<file path="config.mk">
export PLATFORM = sky130hd
export DESIGN_NAME = game_flow_ctrl
export DESIGN_NICKNAME = d
export VERILOG_FILES = /design/src/rtl/game_flow_ctrl_pkg.sv /design/src/rtl/game_flow_ctrl_edge_det.sv /design/src/rtl/game_flow_ctrl.sv
export SDC_FILE = /design/constraint.sdc
export NUM_CORES = 1
export LEC_CHECK = 0
export CORE_MARGIN = 4
export CORE_UTILIZATION = 30
export CTS_CLUSTER_SIZE = 30
export DETAILED_ROUTE_END_ITERATION = 12
export HOLD_SLACK_MARGIN = 0.12
export PLACE_DENSITY = 0.54
export SLEW_MARGIN = 20
export SYNTH_ARGS = -nofsm -noshare
export SYNTH_HDL_FRONTEND = slang
export SYNTH_SLANG_ARGS = --single-unit
</file>
<file path="constraint.sdc">
create_clock -name clk -period 2.1 [get_ports clk]
set_input_delay 0.315 -clock clk [delete_from_list [all_inputs] [get_ports clk]]
set_output_delay 0.315 -clock clk [all_outputs]
set_load 0.02 [all_outputs]
</file>
<file path="src/rtl/game_flow_ctrl_pkg.sv">
// game_pkg: shared definitions for the game session controller.
// Holds the state enumeration driven out on game_state, plus plain
// localparams for the three legacy codes so that comparisons elsewhere
// in top_vga can use them without importing the enum type.
package game_pkg;

    typedef enum logic [2:0] {
        MENU        = 3'd0,
        ACTIVE      = 3'd1,
        END         = 3'd2,
        PAUSED      = 3'd3,
        LEVEL_CLEAR = 3'd4
    } game_state_t;

    localparam logic [2:0] GS_MENU   = 3'd0;
    localparam logic [2:0] GS_ACTIVE = 3'd1;
    localparam logic [2:0] GS_END    = 3'd2;

endpackage

</file>
<file path="src/rtl/game_flow_ctrl_edge_det.sv">
// edge_det: registered single-signal edge detector.
// Ports:
//   clk      - clock
//   rst      - synchronous active-high reset
//   sig_in   - level input, already synchronised to clk
//   edge_out - one-cycle pulse, registered, one cycle after the edge is sampled
// RISING=1 detects 0->1 transitions, RISING=0 detects 1->0 transitions.
module edge_det #(
    parameter bit RISING = 1'b1
) (
    input  logic clk,
    input  logic rst,
    input  logic sig_in,
    output logic edge_out
);

    logic sig_q;
    logic sig_d;
    logic pulse_q;
    logic pulse_d;

    // Compare the current input against last cycle's copy to find the edge.
    always_comb begin
        sig_d = sig_in;
        if (RISING) begin
            pulse_d = sig_in & ~sig_q;
        end else begin
            pulse_d = ~sig_in & sig_q;
        end
    end

    // History and pulse registers; the pulse itself is registered so that
    // downstream logic sees a clean flop output.
    always_ff @(posedge clk) begin
        if (rst) begin
            sig_q   <= 1'b0;
            pulse_q <= 1'b0;
        end else begin
            sig_q   <= sig_d;
            pulse_q <= pulse_d;
        end
    end

    assign edge_out = pulse_q;

endmodule

</file>
<file path="src/rtl/game_flow_ctrl.sv">
// game_flow_ctrl: sequences a whole play session - menu, NUM_LEVELS boss
// levels separated by a timed level-clear intermission, pause, and an end
// screen carrying the win/lose outcome.
// Ports:
//   clk, rst        - clock, synchronous active-high reset
//   vsync           - frame sync; each rising edge is one frame
//   game_start      - one-cycle pulse, starts or restarts a session
//   back_to_menu    - one-cycle pulse, abandons to the menu
//   pause_btn       - synchronised button level; each press toggles pause
//   boss_hp         - current boss health
//   current_health  - player health
//   game_state      - encoded state (MENU/ACTIVE/END/PAUSED/LEVEL_CLEAR)
//   game_active     - high only while playing
//   show_menu_end   - high on the menu or end screen
//   level           - 0-based level index
//   level_start     - one-cycle pulse re-initialising boss and character
//   win             - outcome, meaningful on the end screen
//   elapsed_frames  - saturating count of frames played this session
// Every output is a flop; a trigger sampled on one edge shows on the next.
module game_flow_ctrl
    import game_pkg::*;
#(
    parameter int NUM_LEVELS   = 3,
    parameter int HP_W         = 7,
    parameter int HEALTH_W     = 4,
    parameter int CLEAR_FRAMES = 120,
    parameter int TIME_W       = 16,
    parameter int LVL_W        = (NUM_LEVELS > 1) ? $clog2(NUM_LEVELS) : 1
) (
    input  logic                clk,
    input  logic                rst,
    input  logic                vsync,
    input  logic                game_start,
    input  logic                back_to_menu,
    input  logic                pause_btn,
    input  logic [HP_W-1:0]     boss_hp,
    input  logic [HEALTH_W-1:0] current_health,
    output logic [2:0]          game_state,
    output logic                game_active,
    output logic                show_menu_end,
    output logic [LVL_W-1:0]    level,
    output logic                level_start,
    output logic                win,
    output logic [TIME_W-1:0]   elapsed_frames
);

    localparam int               CNT_W      = $clog2(CLEAR_FRAMES + 1);
    localparam logic [LVL_W-1:0] LAST_LEVEL = LVL_W'(NUM_LEVELS - 1);
    localparam logic [CNT_W-1:0] CLEAR_LOAD = CNT_W'(CLEAR_FRAMES);

    logic frame_tick;
    logic pause_edge;

    game_state_t          state_q, state_d;
    logic [LVL_W-1:0]     level_q, level_d;
    logic                 level_start_q, level_start_d;
    logic                 win_q, win_d;
    logic [TIME_W-1:0]    elapsed_q, elapsed_d;
    logic [CNT_W-1:0]     clear_cnt_q, clear_cnt_d;
    logic                 boss_armed_q, boss_armed_d;
    logic                 game_active_q, game_active_d;
    logic                 show_menu_end_q, show_menu_end_d;
    logic                 do_start;
    logic                 boss_kill;
    logic                 player_dead;

    edge_det #(.RISING(1'b1)) u_vsync_edge (
        .clk      (clk),
        .rst      (rst),
        .sig_in   (vsync),
        .edge_out (frame_tick)
    );

    edge_det #(.RISING(1'b1)) u_pause_edge (
        .clk      (clk),
        .rst      (rst),
        .sig_in   (pause_btn),
        .edge_out (pause_edge)
    );

    // Next-state and next-output logic. Within each state the checks run in
    // the global priority order: back_to_menu, death, boss kill, pause,
    // start. A boss kill only counts once the boss has been seen alive in
    // this level, because boss_top needs a few cycles after level_start to
    // reload its HP and would otherwise read as already dead.
    always_comb begin
        state_d         = state_q;
        level_d         = level_q;
        level_start_d   = 1'b0;
        win_d           = win_q;
        elapsed_d       = elapsed_q;
        clear_cnt_d     = clear_cnt_q;
        boss_armed_d    = boss_armed_q;
        do_start        = 1'b0;
        boss_kill       = boss_armed_q && (boss_hp == '0);
        player_dead     = (current_health == '0);

        case (state_q)
            MENU: begin
                if (!back_to_menu && game_start) begin
                    do_start = 1'b1;
                end
            end
            ACTIVE: begin
                if (frame_tick && (elapsed_q != '1)) begin
                    elapsed_d = elapsed_q + TIME_W'(1);
                end
                if (boss_hp != '0) begin
                    boss_armed_d = 1'b1;
                end
                if (back_to_menu) begin
                    state_d = MENU;
                end else if (player_dead) begin
                    state_d = END;
                    win_d   = 1'b0;
                end else if (boss_kill) begin
                    if (level_q == LAST_LEVEL) begin
                        state_d = END;
                        win_d   = 1'b1;
                    end else begin
                        state_d     = LEVEL_CLEAR;
                        clear_cnt_d = CLEAR_LOAD;
                    end
                end else if (pause_edge) begin
                    state_d = PAUSED;
                end
            end
            PAUSED: begin
                if (back_to_menu) begin
                    state_d = MENU;
                end else if (pause_edge) begin
                    state_d = ACTIVE;
                end
            end
            LEVEL_CLEAR: begin
                if (back_to_menu) begin
                    state_d = MENU;
                end else if (frame_tick) begin
                    if ((clear_cnt_q == '0) || (clear_cnt_q == CNT_W'(1))) begin
                        state_d       = ACTIVE;
                        level_d       = level_q + LVL_W'(1);
                        level_start_d = 1'b1;
                        boss_armed_d  = 1'b0;
                        clear_cnt_d   = '0;
                    end else begin
                        clear_cnt_d = clear_cnt_q - CNT_W'(1);
                    end
                end
            end
            END: begin
                if (back_to_menu) begin
                    state_d = MENU;
                end else if (game_start) begin
                    do_start = 1'b1;
                end
            end
            default: begin
                state_d = MENU;
            end
        endcase

        if (do_start) begin
            state_d       = ACTIVE;
            level_d       = '0;
            elapsed_d     = '0;
            win_d         = 1'b0;
            level_start_d = 1'b1;
            boss_armed_d  = 1'b0;
        end

        game_active_d   = (state_d == ACTIVE);
        show_menu_end_d = (state_d == MENU) || (state_d == END);
    end

    // State and output registers. Reset looks exactly like power-up, so a
    // mid-session reset lands on the menu without a level_start pulse.
    always_ff @(posedge clk) begin
        if (rst) begin
            state_q         <= MENU;
            level_q         <= '0;
            level_start_q   <= 1'b0;
            win_q           <= 1'b0;
            elapsed_q       <= '0;
            clear_cnt_q     <= '0;
            boss_armed_q    <= 1'b0;
            game_active_q   <= 1'b0;
            show_menu_end_q <= 1'b1;
        end else begin
            state_q         <= state_d;
            level_q         <= level_d;
            level_start_q   <= level_start_d;
            win_q           <= win_d;
            elapsed_q       <= elapsed_d;
            clear_cnt_q     <= clear_cnt_d;
            boss_armed_q    <= boss_armed_d;
            game_active_q   <= game_active_d;
            show_menu_end_q <= show_menu_end_d;
        end
    end

    assign game_state     = state_q;
    assign game_active    = game_active_q;
    assign show_menu_end  = show_menu_end_q;
    assign level          = level_q;
    assign level_start    = level_start_q;
    assign win            = win_q;
    assign elapsed_frames = elapsed_q;

endmodule

</file>
Yosys cells after proc, flatten, opt, wreduce, memory -nomap -nowiden
Cells that the tools add are included.
- bits in registers: 37
- add/subtract/negate cells: 3
- equal/unequal tests: 17
- multiplexer cells: 38
- bitwise logic cells: 5
- reductions and logical operators: 21
- operator list (kind ; count):
    $mux W7 ; 7
    $mux W3 ; 12
    $add A16 B1 Y16 const B ; 1
    $ne A16 B16 Y1 const B ; 1
    $mux W1 ; 15
    $pmux W3 S5 ; 1
    $logic_not A7 Y1 ; 2
    $ne A2 B2 Y1 const B ; 7
    $pmux W7 S2 ; 1
    $eq A3 B2 Y1 const B ; 3
    $reduce_and A4 Y1 ; 2
    $eq A7 B1 Y1 const B ; 1
    $reduce_and A7 Y1 ; 1
    $reduce_bool A7 Y1 ; 1
    $sub A7 B1 Y7 const B ; 1
    $eq A3 B1 Y1 const B ; 2
    $logic_not A3 Y1 ; 2
    $reduce_bool A2 Y1 ; 3
    $reduce_and A5 Y1 ; 1
    $logic_not A4 Y1 ; 1
    $pmux W1 S2 ; 2
    $eq A3 B3 Y1 const B ; 1
    $logic_and A1 B1 Y1 ; 3
    $not A1 Y1 ; 3
    8 further kinds ; 10

Longest topological paths before layout
- depth after elaboration: 9
- mapped depth: 7
- mapped depth without buffers: 6

Cells and area by module
Synthesis repeated with hierarchy kept, for this count alone.
- cell total of the unflattened synthesis: 201
- area total of the unflattened synthesis: 1766.7 um^2
- by module, submodules not included (module ; instances ; cells an instance ; area each (um^2)):
    game_flow_ctrl ; 1 ; 193 ; 1649.1
    edge_det ; 2 ; 4 ; 58.8

Worst setup path after synthesis
No wires, ideal clock.
- path kind: register to register
- start: register state_q[0] (netlist: game_state[0])
- end: register clear_cnt_q[1]
- setup time: 0.058 ns
- arrival: 1.993 ns
- data required time: 2.042 ns
- setup slack: 0.049 ns
- stages on the path, launching flop included: 7
- buffers on the path: 2
- path through: dfxtp_1 -> clkbuf_2 -> nor4b_4 -> or4b_4 -> buf_6 -> a2111oi_4 -> o21ba_1
- word-level cells in the longest chain between the ends: 3
- elaborated cells between the ends (all ways): 11
- RTL lines (what ; line ; text):
    start: declaration ; game_flow_ctrl.sv:54 ; game_state_t state_q, state_d;
    start signal: assignment ; game_flow_ctrl.sv:189 ; state_q <= state_d;
    $eq A3 B3 Y1 or $eq A3 B1 Y1 (tied branches) ; game_flow_ctrl.sv:98 ; case (state_q)
    $ne A2 B1 Y1 (no source line) (tied with other cells) ; n/a ;
    $reduce_and A7 Y1 (no source line) ; n/a ;
    end signal: assignment ; game_flow_ctrl.sv:194 ; clear_cnt_q <= clear_cnt_d;
    end: declaration ; game_flow_ctrl.sv:59 ; logic [CNT_W-1:0] clear_cnt_q, clear_cnt_d;
Several ways; a longest one is shown, not always the timed one.
A chain may end at the register's enable or synchronous reset.

Final worst setup path
- start: input boss_hp[2]
- end: register clear_cnt_q[1]
- word-level cells in the longest chain between the ends: 4
- RTL lines (what ; line ; text):
    start: declaration ; game_flow_ctrl.sv:36 ; input logic [HP_W-1:0] boss_hp,
    $logic_not A7 Y1 ; game_flow_ctrl.sv:95 ; boss_kill = boss_armed_q && (boss_hp == '0);
    $logic_and A1 B1 Y1 ; game_flow_ctrl.sv:95 ;
    $ne A2 B2 Y1 (no source line) ; n/a ;
    $reduce_and A7 Y1 (no source line) ; n/a ;
Every way passes these cells.

==> flow_summary.json <==
{
  "internal-power_mw": 1.06,
  "hold_viol": 0,
  "r2r_slack_ns": 0.19,
  "post_cts_buffers": 0,
  "drt-wirelength-per-cell_um": 13.2,
  "min_path_type": "reg -> reg",
  "io_buffers": 41,
  "power_density_nw_per_um2": 529,
  "utilization_pct": 45.3,
  "fp.dieH_um": 85.5,
  "arrival_ns": 2.25,
  "rsz0062_at_grt": "yes",
  "synth_common_cells": "dfxtp_1 (37), nor2_1 (29), a21oi_1 (13)",
  "worstPathRequired_ns": 2.33,
  "min_period_over_period_pct": 96.4,
  "r2r_cells": 7,
  "fillers": 556,
  "drt-total-wl_mm": 4.48,
  "cts_tree": "done",
  "startpoint": "boss_hp[2]",
  "crit_end": "clear_cnt_q[1]",
  "sequentialPowerShare_pct": 52.7,
  "r2r-end": "elapsed_frames[7]",
  "crit_path_start_kind": "input pin",
  "dieArea_um2": 7310,
  "synth-seq-cells": 37,
  "clkPwrFrac_pct": 39.8,
  "grt_pass1_vias": 1601,
  "synth.area.top_cells": "dfxtp_1 (41%), nor2_1 (6.0%), xor2_1 (3.9%), a21oi_1 (3.6%), nor3_1 (3.1%)",
  "p_sw_share_pct": 21.8,
  "ir_drop_mv": 0.236,
  "timing.rr.start": "elapsed_frames[1]",
  "core_um2": 5680,
  "status": "completed",
  "gp_congestion": 0.778,
  "cts_sinks": 37,
  "hold_buffers": 0,
  "drtPass1Iterations": 4,
  "post-synth-top-count-cell": "dfxtp_1",
  "final_nets": 288,
  "detail-route-antenna-nets": 0,
  "final_cells": 340,
  "slew_headroom_pct": 65.5,
  "cts.clk_slew.worst_paths_ns": 0.07,
  "syn2layout_area_growth_pct": 42.5,
  "grt_overflow_total": 0,
  "tightestPinTransition_ns": 0.513,
  "clk_latency_ns": 0.29,
  "yosysTopAreaCell": "dfxtp_1",
  "setup_viol": 0,
  "skew_ns": 0.00572,
  "synth_area_um2": 1800,
  "synth_nets": 222,
  "p_sw_mw": 0.296,
  "dp.cells": 332,
  "htree_levels": 2,
  "ios": 42,
  "track_usage_pct": 12.8,
  "diodes": 0,
  "drt_iter0_drc": 70,
  "cts_buffer_depth": 2,
  "cts_root_buffer": "clkbuf_8",
  "grt_pass1_wl_mm": 7.59,
  "power_frac_comb_pct": 7.5,
  "antenna_found_initial": 0,
  "async_reset_ff_share_pct": 0,
  "vias_per_cell": 4.92,
  "maxSlewViolCount": 0,
  "maxCapViolCount": 0,
  "yosys.cell_types.count": 44,
  "rows": 27,
  "drive_gt1_share_pct": 16.4,
  "synth_top_cell_area_share_pct": 41.1,
  "fmax_ghz": 0.494,
  "worst-setup-path-type": "in -> reg",
  "grt_start_max_net_pins": 21,
  "end_kind": "flop",
  "synthCells": 201,
  "synth_edf_count": 0,
  "finalCriticalPeriod_ns": 2.02,
  "synth_seq_area_share_pct": 41.1,
  "cts_buffers": 5,
  "initial_utilization_pct": 31.8,
  "critPathMaxFanout": 4,
  "leakagePower_nw": 0.908,
  "vias": 1673,
  "chipWidth_um": 85.5,
  "syn_area_per_cell_um2": 8.97,
  "hpwl_mm": 3.49,
  "synth-main-ff-cell": "dfxtp_1",
  "yosys_warnings": 0,
  "drc": 0
}
## worst min path at each step
stage,start,endpoint,slack [ns],cells after the start
floorplan,u_pause_edge.sig_q,u_pause_edge.edge_out,0.37,1
global placement,u_vsync_edge.sig_q,u_vsync_edge.edge_out,0.37,1
detailed placement,u_vsync_edge.sig_q,u_vsync_edge.edge_out,0.37,1
CTS,u_vsync_edge.sig_q,u_vsync_edge.edge_out,0.38,1
global route,u_vsync_edge.sig_q,u_vsync_edge.edge_out,0.39,1
finish,u_vsync_edge.sig_q,u_vsync_edge.edge_out,0.38,1
## cell families (layout without fill, tap and decap cells)
logic type | Yosys count | after routing | share of synthesized area, %
XOR/XNOR | 13 | 13 | 6.32
adder cells (fa/ha/maj) | 4 | 4 | 2.78
flip-flops | 37 | 37 | 41.1
buffers and inverters | 15 | 82 | 4.02
AND/OR/NAND/NOR | 91 | 91 | 29.6
AO/OA/AOI/OAI | 39 | 39 | 15.1
multiplexers | 2 | 2 | 1.11
## flip-flops by register name, indices dropped and copies added (netlist names)
name                   cells
boss_armed_q               1
clear_cnt_q                7
elapsed_frames            16
game_active                1
game_state                 3
level                      2
level_start                1
show_menu_end              1
u_pause_edge.edge_out      1
u_pause_edge.sig_q         1
u_vsync_edge.edge_out      1
u_vsync_edge.sig_q         1
win                        1
## metrics by stage
step	hold WS, ns	power, mW	setup TNS, ns	worst slack (ns)	instance area (µm²)
2_1_floorplan	0.367	0.771	0	0.0489	1800
3_3_place_gp	0.371	0.835	-1.08	-0.244	2450
3_5_place_dp	0.371	0.835	-1.58	-0.312	2450
4_1_cts	0.381	1.38	0	0.0137	2560
5_1_grt	0.393	1.42	-0.0192	-0.0192	2570
6_report	0.381	1.36	0	0.0761	2570
## area by class of cell
type	instances	area [µm²]	area share, %
clock buffers	7	96.3	3.75
clock inverters	1	5.00	0.195
inverters	8	30.0	1.17
multi-input cells	149	1000	39.1
flip-flops and latches	37	741	28.8
well taps	72	90.1	3.51
repair buffers	66	603	23.5
## routing by layer
layer	GRT usage, %	wire [µm]
met5	0	0
met4	4.75	68
met3	3.27	228
met2	19.8	2000
met1	17.0	2190
## cell usage in the layout (no fill, tap or decap), drive strengths merged, types with 7 or more instances in the layout
cell,n
nand4,7
clkbuf,7
nor3,11
buf,25
nand2,9
inv,8
nor2,29
xor2,8
dfxtp,37
nand3,7
a21oi,13
clkdlybuf4s50,39
## critical path, stage by stage
cell and delay [ns]:
clkdlybuf4s50_1 0.44, nor4_4 0.32, nand2_2 0.10, or4b_4 0.59, a2111oi_4 0.36, o21ba_1 0.14
## timing repair
item / in CTS / in global routing
endpoints found under the hold margin: 0 / 0
gates resized for setup: 1 / 4
endpoints found under the setup margin: 1 / 4
cloned: 0 / 0
pin swaps: 0 / 2
## power groups by stage
stage	clock [mW]	combinational, mW	sequential (mW)
after floorplan	0	0.0337	0.737
after global placement	0	0.102	0.733
final	0.541	0.102	0.717
after CTS	0.563	0.104	0.717
after global routing	0.594	0.111	0.718
after detailed placement	0	0.102	0.733
Note: power is estimated with default switching activity, not from simulation.
